**config.mk**
```make
export PLATFORM = sky130hd
export DESIGN_NAME = blade_controller_flat
export DESIGN_NICKNAME = d
export VERILOG_FILES = /design/src/rtl/blade_controller_if.sv /design/src/rtl/blade_controller.sv /design/src/flat_wrapper.sv
export SDC_FILE = /design/constraint.sdc
export NUM_CORES = 1
export LEC_CHECK = 0
export CAP_MARGIN = 20
export CORE_MARGIN = 2
export CORE_UTILIZATION = 30
export CTS_BUF_LIST = sky130_fd_sc_hd__clkbuf_16
export CTS_CLUSTER_SIZE = 10
export DETAILED_ROUTE_END_ITERATION = 16
export PLACE_DENSITY = 0.56
export SETUP_SLACK_MARGIN = 0.1
export SYNTH_ARGS = -nofsm -noshare
export SYNTH_HDL_FRONTEND = slang
export SYNTH_SLANG_ARGS = --single-unit
```
**constraint.sdc**
```tcl
create_clock -name sys_clk -period 4 [get_ports sys_clk]
set_input_delay 0.6 -clock sys_clk [delete_from_list [all_inputs] [get_ports sys_clk]]
set_output_delay 0.6 -clock sys_clk [all_outputs]
set_load 0.01 [all_outputs]
```
**src/rtl/blade_controller_if.sv**
```systemverilog
// blade_controller_if: handshake, error-rail and pulse signals of one blade pipeline stage
interface blade_controller_if;
    logic Lreq, Lack, Rreq, Rack, LEreq, LEack, REreq, REack, Err1, Err0, clk, sample;
    modport master (
        output Lreq, Rack, LEack, REreq, Err1, Err0,
        input  Lack, Rreq, LEreq, REack, clk, sample
    );
    modport slave (
        input  Lreq, Rack, LEack, REreq, Err1, Err0,
        output Lack, Rreq, LEreq, REack, clk, sample
    );
endinterface

```
**src/rtl/blade_controller.sv**
```systemverilog
// blade_controller: blade stage controller with error recovery; BLADE_CTRL_SYNC_EN adds 2-flop input synchronizers
module blade_controller #(
    parameter int CLK_HIGH     = 2,
    parameter int SAMPLE_DELAY = 3,
    parameter int CNT_W        = 4
) (
    input logic sys_clk,
    input logic rst,
    blade_controller_if.slave bus
);
    typedef enum logic [2:0] {IDLE, CAPTURE, WINDOW, EVAL, NULL, RECOVER, DONE} state_t;

    state_t state, state_n;
    logic [CNT_W-1:0] cnt, cnt_n;
    logic err_flag, err_n;
    logic clk_q, clk_n, sample_q, sample_n;
    logic lack_q, lack_n, rreq_q, rreq_n, lereq_q, lereq_n, reack_q, reack_n;
    logic lreq, rack, leack, rereq, err1, err0;

`ifdef BLADE_CTRL_SYNC_EN
    logic [5:0] sync1, sync2;

    // two-stage synchronizer for every asynchronous input
    always_ff @(posedge sys_clk) begin
        if (rst) begin
            sync1 <= '0;
            sync2 <= '0;
        end else begin
            sync1 <= {bus.Lreq, bus.Rack, bus.LEack, bus.REreq, bus.Err1, bus.Err0};
            sync2 <= sync1;
        end
    end

    assign {lreq, rack, leack, rereq, err1, err0} = sync2;
`else
    assign {lreq, rack, leack, rereq, err1, err0} =
        {bus.Lreq, bus.Rack, bus.LEack, bus.REreq, bus.Err1, bus.Err0};
`endif

    // state, counter and registered outputs
    always_ff @(posedge sys_clk) begin
        if (rst) begin
            state    <= IDLE;
            cnt      <= '0;
            err_flag <= 1'b0;
            clk_q    <= 1'b0;
            sample_q <= 1'b0;
            lack_q   <= 1'b0;
            rreq_q   <= 1'b0;
            lereq_q  <= 1'b0;
            reack_q  <= 1'b0;
        end else begin
            state    <= state_n;
            cnt      <= cnt_n;
            err_flag <= err_n;
            clk_q    <= clk_n;
            sample_q <= sample_n;
            lack_q   <= lack_n;
            rreq_q   <= rreq_n;
            lereq_q  <= lereq_n;
            reack_q  <= reack_n;
        end
    end

    // next-state logic; channel return-to-zero runs regardless of state, FSM sets override it
    always_comb begin
        state_n  = state;
        cnt_n    = cnt;
        err_n    = err_flag;
        clk_n    = clk_q;
        sample_n = sample_q;
        lack_n   = lack_q && lreq;
        rreq_n   = rreq_q && !rack;
        lereq_n  = lereq_q && !leack;
        reack_n  = reack_q ? rereq : (rereq && state == DONE);
        case (state)
            IDLE:
                if (lreq && !lack_q && !rreq_q && !rack && !lereq_q && !leack && !reack_q) begin
                    state_n = CAPTURE;
                    clk_n   = 1'b1;
                    cnt_n   = '0;
                end
            CAPTURE:
                if (cnt == CNT_W'(CLK_HIGH - 1)) begin
                    state_n = WINDOW;
                    clk_n   = 1'b0;
                    cnt_n   = '0;
                    lack_n  = 1'b1;
                    rreq_n  = 1'b1;
                    lereq_n = 1'b1;
                end else begin
                    cnt_n = cnt + 1'b1;
                end
            WINDOW:
                if (cnt == CNT_W'(SAMPLE_DELAY - 1)) begin
                    state_n  = EVAL;
                    sample_n = 1'b1;
                end else begin
                    cnt_n = cnt + 1'b1;
                end
            EVAL:
                if (err1 || err0) begin
                    state_n  = NULL;
                    err_n    = err1;
                    sample_n = 1'b0;
                end
            NULL:
                if (!err1 && !err0) begin
                    state_n = err_flag ? RECOVER : DONE;
                    clk_n   = err_flag;
                    cnt_n   = '0;
                end
            RECOVER:
                if (cnt == CNT_W'(CLK_HIGH - 1)) begin
                    state_n = DONE;
                    clk_n   = 1'b0;
                    err_n   = 1'b0;
                end else begin
                    cnt_n = cnt + 1'b1;
                end
            DONE:
                if (!lack_q && !rreq_q && !lereq_q && !leack && !reack_q && !rereq)
                    state_n = IDLE;
            default: state_n = IDLE;
        endcase
    end

    assign bus.clk    = clk_q;
    assign bus.sample = sample_q;
    assign bus.Lack   = lack_q;
    assign bus.Rreq   = rreq_q;
    assign bus.LEreq  = lereq_q;
    assign bus.REack  = reack_q;
endmodule

```
**src/flat_wrapper.sv**
```systemverilog
// flat-port wrapper written by rule: the top's interface ports become plain ports
module blade_controller_flat 
#(
    parameter int CLK_HIGH     = 2,
    parameter int SAMPLE_DELAY = 3,
    parameter int CNT_W        = 4
)
  (sys_clk, rst, bus_Lreq, bus_Rack, bus_LEack, bus_REreq, bus_Err1, bus_Err0, bus_Lack, bus_Rreq, bus_LEreq, bus_REack, bus_clk, bus_sample);
  blade_controller_if bus_i ();
  input logic sys_clk;
  input logic rst;
  input wire logic [$bits(bus_i.Lreq)-1:0] bus_Lreq;
  input wire logic [$bits(bus_i.Rack)-1:0] bus_Rack;
  input wire logic [$bits(bus_i.LEack)-1:0] bus_LEack;
  input wire logic [$bits(bus_i.REreq)-1:0] bus_REreq;
  input wire logic [$bits(bus_i.Err1)-1:0] bus_Err1;
  input wire logic [$bits(bus_i.Err0)-1:0] bus_Err0;
  output wire logic [$bits(bus_i.Lack)-1:0] bus_Lack;
  output wire logic [$bits(bus_i.Rreq)-1:0] bus_Rreq;
  output wire logic [$bits(bus_i.LEreq)-1:0] bus_LEreq;
  output wire logic [$bits(bus_i.REack)-1:0] bus_REack;
  output wire logic [$bits(bus_i.clk)-1:0] bus_clk;
  output wire logic [$bits(bus_i.sample)-1:0] bus_sample;
  assign bus_i.Lreq = bus_Lreq;
  assign bus_i.Rack = bus_Rack;
  assign bus_i.LEack = bus_LEack;
  assign bus_i.REreq = bus_REreq;
  assign bus_i.Err1 = bus_Err1;
  assign bus_i.Err0 = bus_Err0;
  assign bus_Lack = bus_i.Lack;
  assign bus_Rreq = bus_i.Rreq;
  assign bus_LEreq = bus_i.LEreq;
  assign bus_REack = bus_i.REack;
  assign bus_clk = bus_i.clk;
  assign bus_sample = bus_i.sample;
  blade_controller #(.CLK_HIGH(CLK_HIGH), .SAMPLE_DELAY(SAMPLE_DELAY), .CNT_W(CNT_W)) u_core (.sys_clk(sys_clk), .rst(rst), .bus(bus_i));
endmodule
```
[Yosys cells after proc, flatten, opt, wreduce, memory -nomap -nowiden]
Index checks and enable logic that the tools add are counted.
Storage, ports and cells
  bits in registers: 14
  input port bits: 8
  word-level logic and storage cells: 96
Operators by class
  $add $sub $neg: 1
  muxes and demuxes: 31
  reduce and logical (&&, ||, !) cells: 37
  eq/ne operators: 18
Operators by type and width (count)
  $mux W3: 7
  $pmux W3 S7: 1
  $mux W4: 5
  $pmux W4 S5: 1
  $logic_and A1 B1 Y1: 16
  $ne A2 B1 Y1 const B: 7
  $mux W1: 13
  $eq A3 B3 Y1 const B: 3
  $logic_not A1 Y1: 9
  $reduce_and A7 Y1: 1
  $eq A3 B2 Y1 const B: 2
  $ne A2 B2 Y1 const B: 3
  $reduce_and A3 Y1: 2
  $reduce_and A5 Y1: 1
  $reduce_bool A5 Y1: 1
  $add A4 B1 Y4 const B: 1
  $eq A4 B1 Y1 const B: 1
  $eq A4 B2 Y1 const B: 1
  $pmux W1 S2: 2
  $reduce_and A4 Y1: 1
  $reduce_bool A2 Y1: 2
  $eq A3 B1 Y1 const B: 1
  $logic_not A3 Y1: 1
  $pmux W1 S3: 1
  other kinds (4): 4

[Logic depth before layout (Yosys ltp)]
  depth after elaboration: 9
  mapped depth: 7
  mapped depth without buffers: 7

[Worst setup path after synthesis]
Ideal clock, no wire load.
  kind: register to register
  start: register u_core.cnt[0]
  end: register u_core.cnt[3]
  setup slack: 2238 ps
  required time: 3883 ps
  data arrival time: 1644 ps
  stages on the path, launching flop included: 7
  cells stage by stage: dfxtp_1 > ha_1 > nor4b_1 > o22a_1 > nor2b_1 > or3_1 > a32o_1
Between the ends
  word-level cells in the longest chain between the ends: 3
  elaborated cells on any way between the ends: 10
  classes of those cells: add/sub (1); eq/ne (4); mux (4); reduce/logical (1)
RTL lines
  start, declared: RTL line blade_controller.sv:14  | logic [CNT_W-1:0] cnt, cnt_n;
  start signal, assigned: RTL line blade_controller.sv:54  | cnt <= cnt_n;
  $add A4 B1 Y4 (tied with other cells): RTL line blade_controller.sv:92, blade_controller.sv:99, blade_controller.sv:119
  $mux W4 (tied with other cells): RTL line blade_controller.sv:114  | if (cnt == CNT_W'(CLK_HIGH - 1)) begin
  $pmux W4 S5 / $reduce_and A5 Y1 (equally long branches)
Several ways; a longest one is shown, not always the timed one. The select of a mux whose other input is x is not followed.
A chain may end at the register's enable or synchronous reset.

[Worst setup path in the final report]
  start: input port bus_Err1
  end: register u_core.cnt[2]
Between the ends
  word-level cells in the longest chain between the ends: 4
RTL lines
  start, declared: RTL line flat_wrapper.sv:16  | input wire logic [$bits(bus_i.Err1)-1:0] bus_Err1;
  $logic_not A1 Y1: RTL line blade_controller.sv:108  | if (!err1 && !err0) begin
  $logic_and A1 B1 Y1: RTL line blade_controller.sv:108
  $ne A2 B1 Y1 (no source line)
  $reduce_and A5 Y1 (no source line)
Every way passes these cells.

==> run summary <==
The most frequent standard cell in the layout excluding fill and tap cells was dfxtp_1. The peak per-stage delay on the critical path works out to 420 ps. The master of the slowest instance on the critical path was clkdlybuf4s50_1. The synthesized area divided by synthesized cell count was 8.202 µm²; the detailed placer's ending HPWL was 1.442 mm. The maximum resistive drop on vdd was 295.9 µV. Internal power: 0.3871 mW. The hold-fix buffer count after cts came out at 0.

In this run the tool buffered the top-level ports with 13 buffer cells. In the synthesized netlist, the number of instances is 99. In this design, the largest share of critical-path delay is due to simple AND/OR/NAND/NOR gates.

Setup total negative slack on the finished layout was measured at 0 ps. The number of resized instances in the post-cts repair step came out at 0. The number of levels the H-tree was split into is 1, and the power per cell area is 564.9 nW/µm².

The switching power of the nets came out at 0.2003 mW. The number of setup buffers added after CTS is 0. The share of flip-flops with an asynchronous set or reset after synthesis is 0.

The count of state elements after synthesis was 14; the number of rows created at floorplan was 18. Once placement completed, the tool counted placed cells totaling 137. The worst setup path is captured at a flop. The static leakage power is 0.3588 nW.

Number of unique standard cell types used by synthesis: 36. The tools report the final setup violation count as 0. Clock skew on the completed layout was measured at 2.703 ps. The number of global-route vias before repair was 741; the final net count was 123. The tools report the post-layout total power as 0.5874 mW. Entering global routing, the biggest net connects 18 pins. Setup repair after global routing left no endpoint under its margin. The number of antenna violations at the first check in global routing was 0. The pre-antenna-repair detailed-routing pass consisted of 4 iterations.

For this block, the routed nets add up to 1.969 mm of wire. The routed layout has 799 vias. The die span in x was 56.03 µm. STA puts the critical path data required time at 4140 ps. The most used flip-flop cell after synthesis is dfxtp_1.

The actual slew at the worst max-slew pin is 526.0 ps. The top-area cell type share of the netlist area was 0.3451; the number of warnings issued by yosys was 0. The first routing iteration left 22 violations. Timing would allow up to 0.4881 GHz. STA classifies the critical path startpoint as an input port. For the first-pass GRT wire length, the log shows 3.401 mm. In the layout the commonest cells are dfxtp_1, clkdlybuf4s50_1, nor2_1, inv_1, a21oi_1. The logs give 0 for the final count of hold timing violations and 812.0 µm² for the summed instance area of the synthesized netlist. Buffers inserted during clock tree synthesis total 3. Count of buffering cells on the critical path with inverters included: 1.

The fraction of final layout cells with drive strength greater than 1 came out at 0.08108. Sorting the synthesized cells by area gives the leading types as dfxtp_1, nor2_1, ha_1. TritonCTS built the clock tree. After clock tree synthesis, the clock-pin slew on the worst setup and hold paths is 50 ps. The tools report the clock group share of total power as 0.328.

The flow ran to the end, and the final reports show no timing, DRC or antenna violations. The total die area is 3139 µm². The number of pins with negative max-slew slack in the final report is 0, and the final antenna diode count is 0.

For the total I/O pin count, the log shows 14. Area of the placeable core: 2522 µm². The global router's overall resource usage is 0.1348.

The run gives 0 as the reported max-cap violation count. Part of the total power dissipated in sequential elements: 0.332. STA puts the critical path data arrival time at 2190 ps. The total global routing overflow is 0, and the net switching fraction of the power is 0.3410. The net count after synthesis was 110; the layout overhead on the synthesized area was 28.04%. Die span in y: 56.03 µm. The tools report the number of buffers between clock root and the deepest sink as 2. The type of the tightest min-delay check is reg -> reg. The later pin in the worst-skew pair is clocked with a latency of 250 ps.

The number of enable flip-flop cells after synthesis is 0. The detailed-route wire length per cell works out to 13.96 µm. The logs give 0.3219 for the starting density of the core and 960.9 µm² for the post-detailed-placement cell area.

The post-detailed-route DRC marker count came out at 0. The fraction of power consumed by combinational cells was 0.340; the core occupancy in the finished layout was 0.4122. In this run the clock root is driven by a clkbuf_16.

Using the TritonRoute via totals, the vias-per-cell ratio works out to 5.667. The run gives 0.7453 as the final weighted congestion in routability-driven placement. The tools report the normalized max-slew margin as 0.6482.

The run gives 0.3451 as the part of the Yosys area used for sequential elements. The worst setup path is of the in -> reg kind. The worst path in the final design needs a cycle of 2049 ps, including I/O delays and setup.

The finished cells cover 1040 µm². The share of the clock period used by the worst path after layout came out at 0.5122. Walking the worst path, the cells encountered are clkdlybuf4s50_1, nor2_1, a211o_1, a31oi_2, or3_1, a32o_1. Post-synthesis cell type with the largest combined area: dfxtp_1. The detail route stage leaves a number of antenna-violating nets equal to 0. For this design, the sink count on the clock tree is 14.

The count of cells in the finished layout, fillers not included, comes to 141. Of all nets on the critical path, the largest fanout is 6.
## cell type report
| type | count | area, µm² |
|---|---|---|
| Sequential cell | 14 | 280.3 |
| Tap cell | 30 | 37.54 |
| Inverter | 8 | 30.03 |
| Timing Repair Buffer | 13 | 130.1 |
| Clock inverter | 1 | 3.754 |
| Multi-Input combinational cell | 72 | 483.0 |
| Fill cell | 272 | 1483 |
| Clock buffer | 3 | 75.07 |
## path summary, 6_finish.rpt
path,from,to,slack (ps),cells after the start
max,bus_Err1,u_core.cnt[2],1950,6
min,u_core.bus.LEreq,u_core.bus.LEreq,500,2
max reg2reg,u_core.cnt[0],u_core.cnt[2],1990,6
min reg2reg,u_core.bus.LEreq,u_core.bus.LEreq,500,2
## through the flow
step / worst slack, ps / hold slack, ps
after floorplan: 2238 / 453.8
after global placement: 1745 / 487.3
after detailed placement: 1710 / 486.4
after CTS: 1966 / 503.2
after global routing: 1836 / 531.6
final: 1951 / 498.4
## routing by layer
layer / GRT usage / share of wire / vias up
met4: 0.03061 / 0.0096 / 0
met1: 0.1813 / 0.49 / 377
li1: - / - / 390
met5: 0 / 0 / -
met2: 0.2067 / 0.43 / 28
met3: 0.04651 / 0.073 / 4
## kinds of logic after synthesis
family,Yosys count,synth area share
buf+inv,13,0.06010
simple gates,38,0.2697
flops,14,0.3451
fa+ha+maj,3,0.04623
compound gates,31,0.2789
## registers in the layout, summed over array words and instances (netlist names)
name	count
u_core.bus.LEreq	1
u_core.bus.Lack	1
u_core.bus.REack	1
u_core.bus.Rreq	1
u_core.bus.clk	1
u_core.bus.sample	1
u_core.cnt	4
u_core.err_flag	1
u_core.state	3
## cell usage after synthesis, types with 2 or more instances
cell	count
dfxtp_1	14
nor2_1	11
inv_1	8
a21oi_1	7
clkbuf_1	5
nand2_1	4
ha_1	3
nand2b_1	3
nand3_1	3
nor3_1	3
nor3b_1	3
o21ai_0	3
o22ai_1	3
a311oi_1	2
a31o_2	2
a31oi_1	2
a32o_1	2
o22a_1	2
or3_1	2
## power by group through the flow
| stage | clock (mW) | sequential, mW | combinational [mW] |
|---|---|---|---|
| 2_1_floorplan | 0 | 0.174 | 0.163 |
| 3_3_place_gp | 0 | 0.195 | 0.195 |
| 3_5_place_dp | 0 | 0.197 | 0.196 |
| 4_1_cts | 0.197 | 0.194 | 0.199 |
| 5_1_grt | 0.205 | 0.199 | 0.222 |
| 6_report | 0.193 | 0.195 | 0.200 |
## worst register-to-register path: cells and delay by family (launching register included)
| kind | cells | cell delay [ps] |
|---|---|---|
| simple gates | 3 | 750 |
| flops | 1 | 420 |
| compound gates | 2 | 540 |
| fa+ha+maj | 1 | 190 |
No activity file was read; power rests on OpenSTA's default activity.
